[config.mk]
export PLATFORM = sky130hd
export DESIGN_NAME = led_code_sched_flat
export DESIGN_NICKNAME = d
export VERILOG_FILES = /design/src/rtl/led_code_sched_if.sv /design/src/rtl/led_code_sched.sv /design/src/flat_wrapper.sv
export SDC_FILE = /design/constraint.sdc
export NUM_CORES = 1
export LEC_CHECK = 0
export ABC_AREA = 1
export ABC_CLOCK_PERIOD_IN_PS = 1700
export CAP_MARGIN = 0
export CORE_MARGIN = 2
export CORE_UTILIZATION = 45
export DETAILED_ROUTE_END_ITERATION = 16
export PLACE_DENSITY_LB_ADDON = 0.08
export SKIP_LAST_GASP = 1
export SLEW_MARGIN = 10
export SYNTH_ARGS = -nofsm -noshare
export SYNTH_HDL_FRONTEND = slang
export SYNTH_SLANG_ARGS = --single-unit
[constraint.sdc]
create_clock -name CLK -period 1.7 [get_ports CLK]
set_input_delay 0.17 -clock CLK [delete_from_list [all_inputs] [get_ports CLK]]
set_output_delay 0.17 -clock CLK [all_outputs]
set_load 0.03 [all_outputs]
[src/rtl/led_code_sched_if.sv]
// Request/grant/status bundle between the blink-code sources and the shared LED scheduler.
interface led_code_sched_if;
    logic [3:0]  REQ;
    logic [15:0] CODE;
    logic        LED;
    logic [3:0]  GNT;
    logic [3:0]  DONE;
    logic        BUSY;

    modport master (output REQ, CODE, input LED, GNT, DONE, BUSY);
    modport slave  (input REQ, CODE, output LED, GNT, DONE, BUSY);
endinterface

[src/rtl/led_code_sched.sv]
// Shares one status LED among four sources: each granted source blinks its
// latched code count, followed by a dark gap, with round-robin arbitration.
module led_code_sched #(
    parameter int unsigned TICKCNT   = 5000000,
    parameter int unsigned ON_TICKS  = 2,
    parameter int unsigned OFF_TICKS = 2,
    parameter int unsigned GAP_TICKS = 8
) (
    input  logic            CLK,
    input  logic            RESET,
    led_code_sched_if.slave bus
);
    typedef enum logic [1:0] {IDLE, ON, OFF, GAP} state_t;

    localparam logic [31:0] TICK_LAST = 32'(TICKCNT - 1);
    localparam logic [7:0]  ON_LAST   = 8'(ON_TICKS - 1);
    localparam logic [7:0]  OFF_LAST  = 8'(OFF_TICKS - 1);
    localparam logic [7:0]  GAP_LAST  = 8'(GAP_TICKS - 1);

    state_t      state_reg;
    logic [31:0] presc_reg;
    logic [7:0]  phase_reg;
    logic [3:0]  remain_reg;
    logic [1:0]  last_reg;
    logic        led_reg;
    logic [3:0]  gnt_reg;
    logic [3:0]  done_reg;
    logic        busy_reg;

    logic [3:0]  code_arr [4];
    logic        tick;
    logic [7:0]  phase_last;
    logic        phase_end;
    logic        pick_valid;
    logic [1:0]  pick_idx;
    logic [3:0]  pick_code;

    generate
        for (genvar gi = 0; gi < 4; gi++) begin : g_code
            assign code_arr[gi] = bus.CODE[4*gi +: 4];
        end
    endgenerate

    assign tick = (presc_reg == TICK_LAST);

    always_comb begin
        phase_last = 8'd0;
        case (state_reg)
            ON:      phase_last = ON_LAST;
            OFF:     phase_last = OFF_LAST;
            GAP:     phase_last = GAP_LAST;
            default: phase_last = 8'd0;
        endcase
    end

    assign phase_end = tick && (phase_reg == phase_last);

    // Scan from farthest offset to nearest so the source right after last_reg wins;
    // offset 0 (last_reg itself) has the lowest priority.
    always_comb begin
        pick_valid = 1'b0;
        pick_idx   = 2'd0;
        for (int k = 4; k >= 1; k--) begin
            if (bus.REQ[last_reg + 2'(k)]) begin
                pick_valid = 1'b1;
                pick_idx   = last_reg + 2'(k);
            end
        end
    end

    assign pick_code = code_arr[pick_idx];

    always_ff @(posedge CLK) begin
        if (!RESET) begin
            state_reg  <= IDLE;
            presc_reg  <= '0;
            phase_reg  <= '0;
            remain_reg <= '0;
            last_reg   <= 2'd3;
            led_reg    <= 1'b0;
            gnt_reg    <= '0;
            done_reg   <= '0;
            busy_reg   <= 1'b0;
        end else begin
            done_reg <= '0;
            case (state_reg)
                IDLE: begin
                    presc_reg <= '0;
                    phase_reg <= '0;
                    if (pick_valid) begin
                        state_reg  <= ON;
                        led_reg    <= 1'b1;
                        busy_reg   <= 1'b1;
                        gnt_reg    <= 4'b0001 << pick_idx;
                        last_reg   <= pick_idx;
                        remain_reg <= (pick_code == 4'd0) ? 4'd1 : pick_code;
                    end
                end
                default: begin
                    presc_reg <= tick ? '0 : presc_reg + 32'd1;
                    if (tick) begin
                        phase_reg <= phase_end ? 8'd0 : phase_reg + 8'd1;
                    end
                    if (phase_end) begin
                        case (state_reg)
                            ON: begin
                                led_reg   <= 1'b0;
                                state_reg <= (remain_reg > 4'd1) ? OFF : GAP;
                            end
                            OFF: begin
                                led_reg    <= 1'b1;
                                state_reg  <= ON;
                                remain_reg <= remain_reg - 4'd1;
                            end
                            GAP: begin
                                state_reg  <= IDLE;
                                done_reg   <= gnt_reg;
                                gnt_reg    <= '0;
                                busy_reg   <= 1'b0;
                                remain_reg <= '0;
                            end
                            default: ;
                        endcase
                    end
                end
            endcase
        end
    end

    assign bus.LED  = led_reg;
    assign bus.GNT  = gnt_reg;
    assign bus.DONE = done_reg;
    assign bus.BUSY = busy_reg;
endmodule

[src/flat_wrapper.sv]
// flat-port wrapper written by rule: the top's interface ports become plain ports
module led_code_sched_flat 
#(
    parameter int unsigned TICKCNT   = 5000000,
    parameter int unsigned ON_TICKS  = 2,
    parameter int unsigned OFF_TICKS = 2,
    parameter int unsigned GAP_TICKS = 8
)
  (CLK, RESET, bus_REQ, bus_CODE, bus_LED, bus_GNT, bus_DONE, bus_BUSY);
  led_code_sched_if bus_i ();
  input  logic CLK;
  input  logic RESET;
  input wire logic [$bits(bus_i.REQ)-1:0] bus_REQ;
  input wire logic [$bits(bus_i.CODE)-1:0] bus_CODE;
  output wire logic [$bits(bus_i.LED)-1:0] bus_LED;
  output wire logic [$bits(bus_i.GNT)-1:0] bus_GNT;
  output wire logic [$bits(bus_i.DONE)-1:0] bus_DONE;
  output wire logic [$bits(bus_i.BUSY)-1:0] bus_BUSY;
  assign bus_i.REQ = bus_REQ;
  assign bus_i.CODE = bus_CODE;
  assign bus_LED = bus_i.LED;
  assign bus_GNT = bus_i.GNT;
  assign bus_DONE = bus_i.DONE;
  assign bus_BUSY = bus_i.BUSY;
  led_code_sched #(.TICKCNT(TICKCNT), .ON_TICKS(ON_TICKS), .OFF_TICKS(OFF_TICKS), .GAP_TICKS(GAP_TICKS)) u_core (.CLK(CLK), .RESET(RESET), .bus(bus_i));
endmodule
**Yosys cells after proc, flatten, opt, wreduce, memory -nomap -nowiden**

Index checks and enable logic that the tools add are counted.

- Register bits: 58
- Bits in latches: 0
- Memory bits (writable): 0
- Memory bits (read-only): 0
- Bits of input ports: 22
- Output and inout port bits: 10
- Word-level logic and storage cells: 91
- Memories: 0

- $add $sub $neg: 6
- Multiply operators: 0
- Div/mod/pow operators: 0
- Order comparisons: 6
- Eq/ne operators: 6
- Shifts and indexed selects: 1
- Multiplexer cells: 42
- Bitwise gates (word level): 4
- Reduce and logical (&&, ||, !) cells: 17

Operators with widths:

| kind | number |
|---|---|
| 4-bit two-way mux | 10 |
| 32-bit by 1-bit adder with 32-bit output (second input constant) | 1 |
| 32-bit by 23-bit equality test with 1-bit output (second input constant) | 1 |
| 1-bit two-way mux | 15 |
| 2-bit two-way mux | 7 |
| 2-bit by 3-bit < comparator with 1-bit output (second input constant) | 4 |
| 3-bit AND reduction | 4 |
| 8-bit by 1-bit adder with 8-bit output (second input constant) | 1 |
| 1-bit binary-select mux with 2-bit select | 4 |
| 4-bit binary-select mux with 2-bit select | 1 |
| 8-bit by 3-bit equality test with 1-bit output | 1 |
| 8-bit two-way mux | 1 |
| 4-bit case mux with 2 select lines | 1 |
| 2-bit case mux with 3 select lines | 1 |
| 3-bit case mux with 2 select lines | 1 |
| 3-bit nonzero test | 2 |
| 2-bit adder (second input constant) | 2 |
| 2-bit equality test (second input constant) | 2 |
| 4-bit by 1-bit > comparator with 1-bit output (second input constant) | 1 |
| 4-bit zero test | 1 |
| 2-bit nonzero test | 2 |
| 4-bit nonzero test | 1 |
| 2-bit OR reduction | 2 |
| 4-bit OR reduction | 1 |
| 13 further kinds | 15 |

**Longest topological paths before layout**

- Word-level depth: 14
- Depth in mapped cells: 18
- Mapped depth without buffers: 17

**Worst setup path after synthesis**

Ideal clock, no wire load.

- Kind: register to register
- Start point: register u_core.presc_reg[0]
- End point: register u_core.presc_reg[28]
- Setup time: 0.120 ns
- Arrival: 1.734 ns
- Setup slack: -0.154 ns
- Cell stages (with the launch flop): 15
- Period minus slack after synthesis: 1.854 ns
- Path through: dfxtp_1 > ha_1 > nand2_1 > nor2_4 > nand2_4 > nor2_4 > nand3_2 > nor2_2 > nand2_1 > nor2_2 > nand4_2 > nor2_2 > nand3_1 > o21ai_1 > a21oi_1

- Cells in the longest elaborated chain, start to end: 2
- Elaborated cells on any way between the ends: 3
- Those cells by class: add/sub (1); eq/ne (1); reduce/logical (1)

Ends and longest elaborated chain:

| element | line | RTL |
|---|---|---|
| start, declared | led_code_sched.sv:21 | `logic [31:0] presc_reg;` |
| start signal, assigned | led_code_sched.sv:100 | `presc_reg <= tick ? '0 : presc_reg + 32'd1;` |
| branches (longest 2 deep; another with 32-bit by 1-bit adder with 32-bit output) | -- |  |

Parallel ways; which one is timed is not known.
A chain may end at the register's enable or synchronous reset.

**Worst setup path after layout**

- Start point: register u_core.presc_reg[0]
- End point: register u_core.phase_reg[6]

- Cells in the longest elaborated chain, start to end: 3

Ends and longest elaborated chain:

| element | line | RTL |
|---|---|---|
| 32-bit by 23-bit equality test with 1-bit output * | led_code_sched.sv:44 | `assign tick = (presc_reg == TICK_LAST);` |
| 1-bit logical AND | led_code_sched.sv:56 | `assign phase_end = tick && (phase_reg == phase_last);` |
| 8-bit two-way mux | led_code_sched.sv:102 | `phase_reg <= phase_end ? 8'd0 : phase_reg + 8'd1;` |
| end signal, assigned | led_code_sched.sv:102 |  |
| end, declared | led_code_sched.sv:22 | `logic [7:0] phase_reg;` |

Mark *: on every way between the ends. The rest lies on a longest branch, timed or not.

==> out/qor.csv <==
stage,metric,value,unit
run_status,outcome,"finished, violations left",
run_status,violated checks,setup timing,
grt,number of antenna violations at the first check in global routing,0,
clocking,clock-pin slew reported for the worst setup and hold paths after clock tree synthesis,70,ps
sta,Hold WS,450,ps
clocking,TritonCTS clock tree,built,
worst_hold_path,worst hold path type,register to register,
detailed_routing,"antenna viol nets, final",0,
floorplanning,height of the die,90.7,µm
synth,synthesized area,0.00338,mm²
sta,minimum setup slack in the final design,-331,ps
cells_and_area,most common library cell in the layout ignoring fill and taps,sky130_fd_sc_hd__buf_4,
grt,GRT Overall Usage,23.8,%
grt,global-route wire length before repair,16.1,mm
placed_design,# placed instances,710,
sta,slew at the pin with the worst max-slew slack,434,ps
grt,Overflow after GRT,0,
cells_and_area,"number of standard cells in the layout, taps in and fillers out",753,
cells_and_area,area growth from synthesis to final layout,59.1,%
critical_path,cell with the biggest individual delay on the critical path,sky130_fd_sc_hd__dfxtp_2,
job,max-cap violations,0,
clocking,number of clock buffers inserted by TritonCTS,9,
synth,share of synthesized area occupied by flip-flops and latches,34.3,%
power_and_ir_drop,static leakage,2.27,nW
synth,count of different cell masters after synthesis,38,
detailed_routing,routed length per instance,13.2,µm
synth,nets in the synthesized netlist,517,
detailed_routing,DR pass1 iterations,5,
clocking,count of H-tree levels built during CTS,3,
cells_and_area,most used cells in the layout excluding fill and tap cells,"111 x sky130_fd_sc_hd__buf_4, 72 x sky130_fd_sc_hd__nand2_1, 66 x sky130_fd_sc_hd__inv_1",
floorplanning,initial standard-cell utilization of the core,46.6,%
critical_path,startpoint type of the worst setup path,register,
placed_design,half-perimeter wire length after detailed placement,6.93,mm
sta,maximum clock frequency,492,MHz
cells_and_area,Util after Layout,74.2,%
detailed_routing,total number of vias,3771,
sta,worst relative slew slack,70.8,%
synth,Yosys warnings,0,
floorplanning,Die W,90.7,µm
critical_path,category of the worst setup path capture point,register,
critical_path,"critical path fanouts, max",3,
power_and_ir_drop,IR Drop Worst-Case VDD,1.45,mV
sta,Layout Skew,15.6,ps
synth,"Avg Cell Area, Syn",6.96,µm²
sta,Max Slew Vio Count,0,
clocking,cell chosen for the clock root,sky130_fd_sc_hd__clkbuf_8,
placed_design,gp weighted congestion,0.887,
grt,maximum number of pins on one net before global-route repair,12,
detailed_routing,final wirelength,9.94,mm
critical_path,peak per-stage delay on the critical path,350,ps
synth,gate count after technology mapping,486,
floorplanning,area enclosed by the die boundary,0.00822,mm²
cells_and_area,fill count,572,
synth,Synth Register Bits,58,
clocking,clock latency on the worst-skew pair,340,ps
power_and_ir_drop,total power density per cell area,1230,mW/mm²
cells_and_area,Antenna Cells,0,
sta,final hold violation count,0,
cells_and_area,Post-layout nets,681,
floorplanning,row count,31,
sta,RSZ-0062 raised after global routing,true,
floorplanning,Boundary Pins,32,
sta,crit share post-route,119,%
cells_and_area,proportion of layout cells with a drive suffix above 1,41.1,%
critical_path,CP required,1940,ps
floorplanning,Std-Cell Core Area,0.00725,mm²
detailed_routing,vias per std cell,5.01,
cells_and_area,Largest register FFs,32,
placed_design,IO buf count,31,
critical_path,data arrival time at the worst-slack endpoint,2270,ps
clocking,buffer levels on the longest clock path,2,
grt,vias in the first global route,3649,
critical_path,startpoint-to-endpoint class of the critical path,register to register,
sta,Final min period,2030,ps
detailed_routing,number of design rule violations left after detail routing,0,
sta,final setup vio count,37,
clocking,number of sinks handled by clock tree synthesis,58,
critical_path,cells along the critical path,ha_4 > nand2_4 > nor2_4 > nand2_4 > buf_4 > nor2_4 > nand4_1 > buf_4 > nor2_4 > inv_2 > nand2_4 > inv_2 > o21ai_1 > nor2_1,
detailed_routing,1st-iter DRT viols,126,
==> path summary, 6_finish.rpt <==
kind / slack, ps / cells after the start / startpoint / to
min: 450 / 1 / u_core.phase_reg[7] / u_core.phase_reg[7]
max: -330 / 14 / u_core.presc_reg[0] / u_core.phase_reg[6]
min reg2reg: 450 / 1 / u_core.phase_reg[7] / u_core.phase_reg[7]
max reg2reg: -330 / 14 / u_core.presc_reg[0] / u_core.phase_reg[6]
==> final cells by class <==
type	count	area (µm²)	share of cell area [%]
sequential	58	1180	21.9
timing repair buffer	157	1320	24.4
tap	99	124	2.30
clock buffer	9	124	2.30
clock inverter	6	35.0	0.651
multi-input combinational	348	2310	42.9
inverter	76	298	5.53
==> per-layer routing <==
layer / GRT usage (%) / up-vias / wire, µm
li1: - / 1934 / -
met1: 28.5 / 1720 / 4230
met2: 42.0 / 95 / 5070
met3: 4.51 / 22 / 398
met4: 8.97 / 0 / 242
met5: 0 / - / 0
==> kinds of logic (layout without fill, tap and decap cells) <==
logic type | Yosys count | in the layout | share of synthesized area, %
AND/OR/NAND/NOR | 270 | 271 | 41.1
buffers and inverters | 81 | 248 | 9.77
AO/OA/AOI/OAI | 60 | 60 | 9.40
flip-flops | 58 | 58 | 34.3
adder cells (fa/ha/maj) | 9 | 9 | 3.33
XOR/XNOR | 8 | 8 | 2.07
==> power breakdown <==
part | internal (mW) | switching [mW] | leakage [nW]
Sequential | 1.53 | 0.144 | 0.474
Combinational | 1.67 | 2.16 | 1.71
Clock | 0.509 | 0.573 | 0.0806
Total | 3.71 | 2.88 | 2.27
==> synth_stat cells, drive strengths merged <==
library cell,n,area (µm²)
dfxtp,58,1160
nand4,21,138
nand3,32,180
and2,1,7.51
and3,2,12.5
buf,5,37.5
a211oi,1,7.51
nand3b,1,7.51
nor2,61,279
xor2,6,52.6
nor3b,7,62.6
nand2,98,410
or2,3,18.8
o21ai,20,100
nor4,13,103
o41ai,1,8.76
nor3,31,170
o21a,2,15.0
xnor2,2,17.5
inv,76,293
ha,9,113
o211ai,1,7.51
a21oi,35,179
==> per-stage QoR <==
step | setup slack, ps | area (µm²) | power [mW] | setup TNS (ps)
2_1_floorplan | -122 | 3440 | 3.75 | -418
3_3_place_gp | -283 | 4590 | 4.78 | -6790
3_5_place_dp | -363 | 4590 | 4.84 | -9460
4_1_cts | -252 | 5130 | 6.24 | -6650
5_1_grt | -453 | 5380 | 7.11 | -12970
6_report | -331 | 5380 | 6.59 | -6260
==> repair_timing <==
item                       4_1_cts  5_1_grt
hold buffers                     0        0
setup buffers                   15       16
setup endpoints to repair       58       58
pin swaps                       30       20
gates cloned                     2        1
resized for setup               77       43
==> worst max-delay path, delay by kind of cell (launching register included) <==
| family | cells | cell delay, ps |
|---|---|---|
| compound gates | 1 | 70 |
| flops | 1 | 350 |
| simple gates | 8 | 900 |
| fa+ha+maj | 1 | 150 |
| buf+inv | 4 | 470 |
Power figures use the tool's default switching activity.
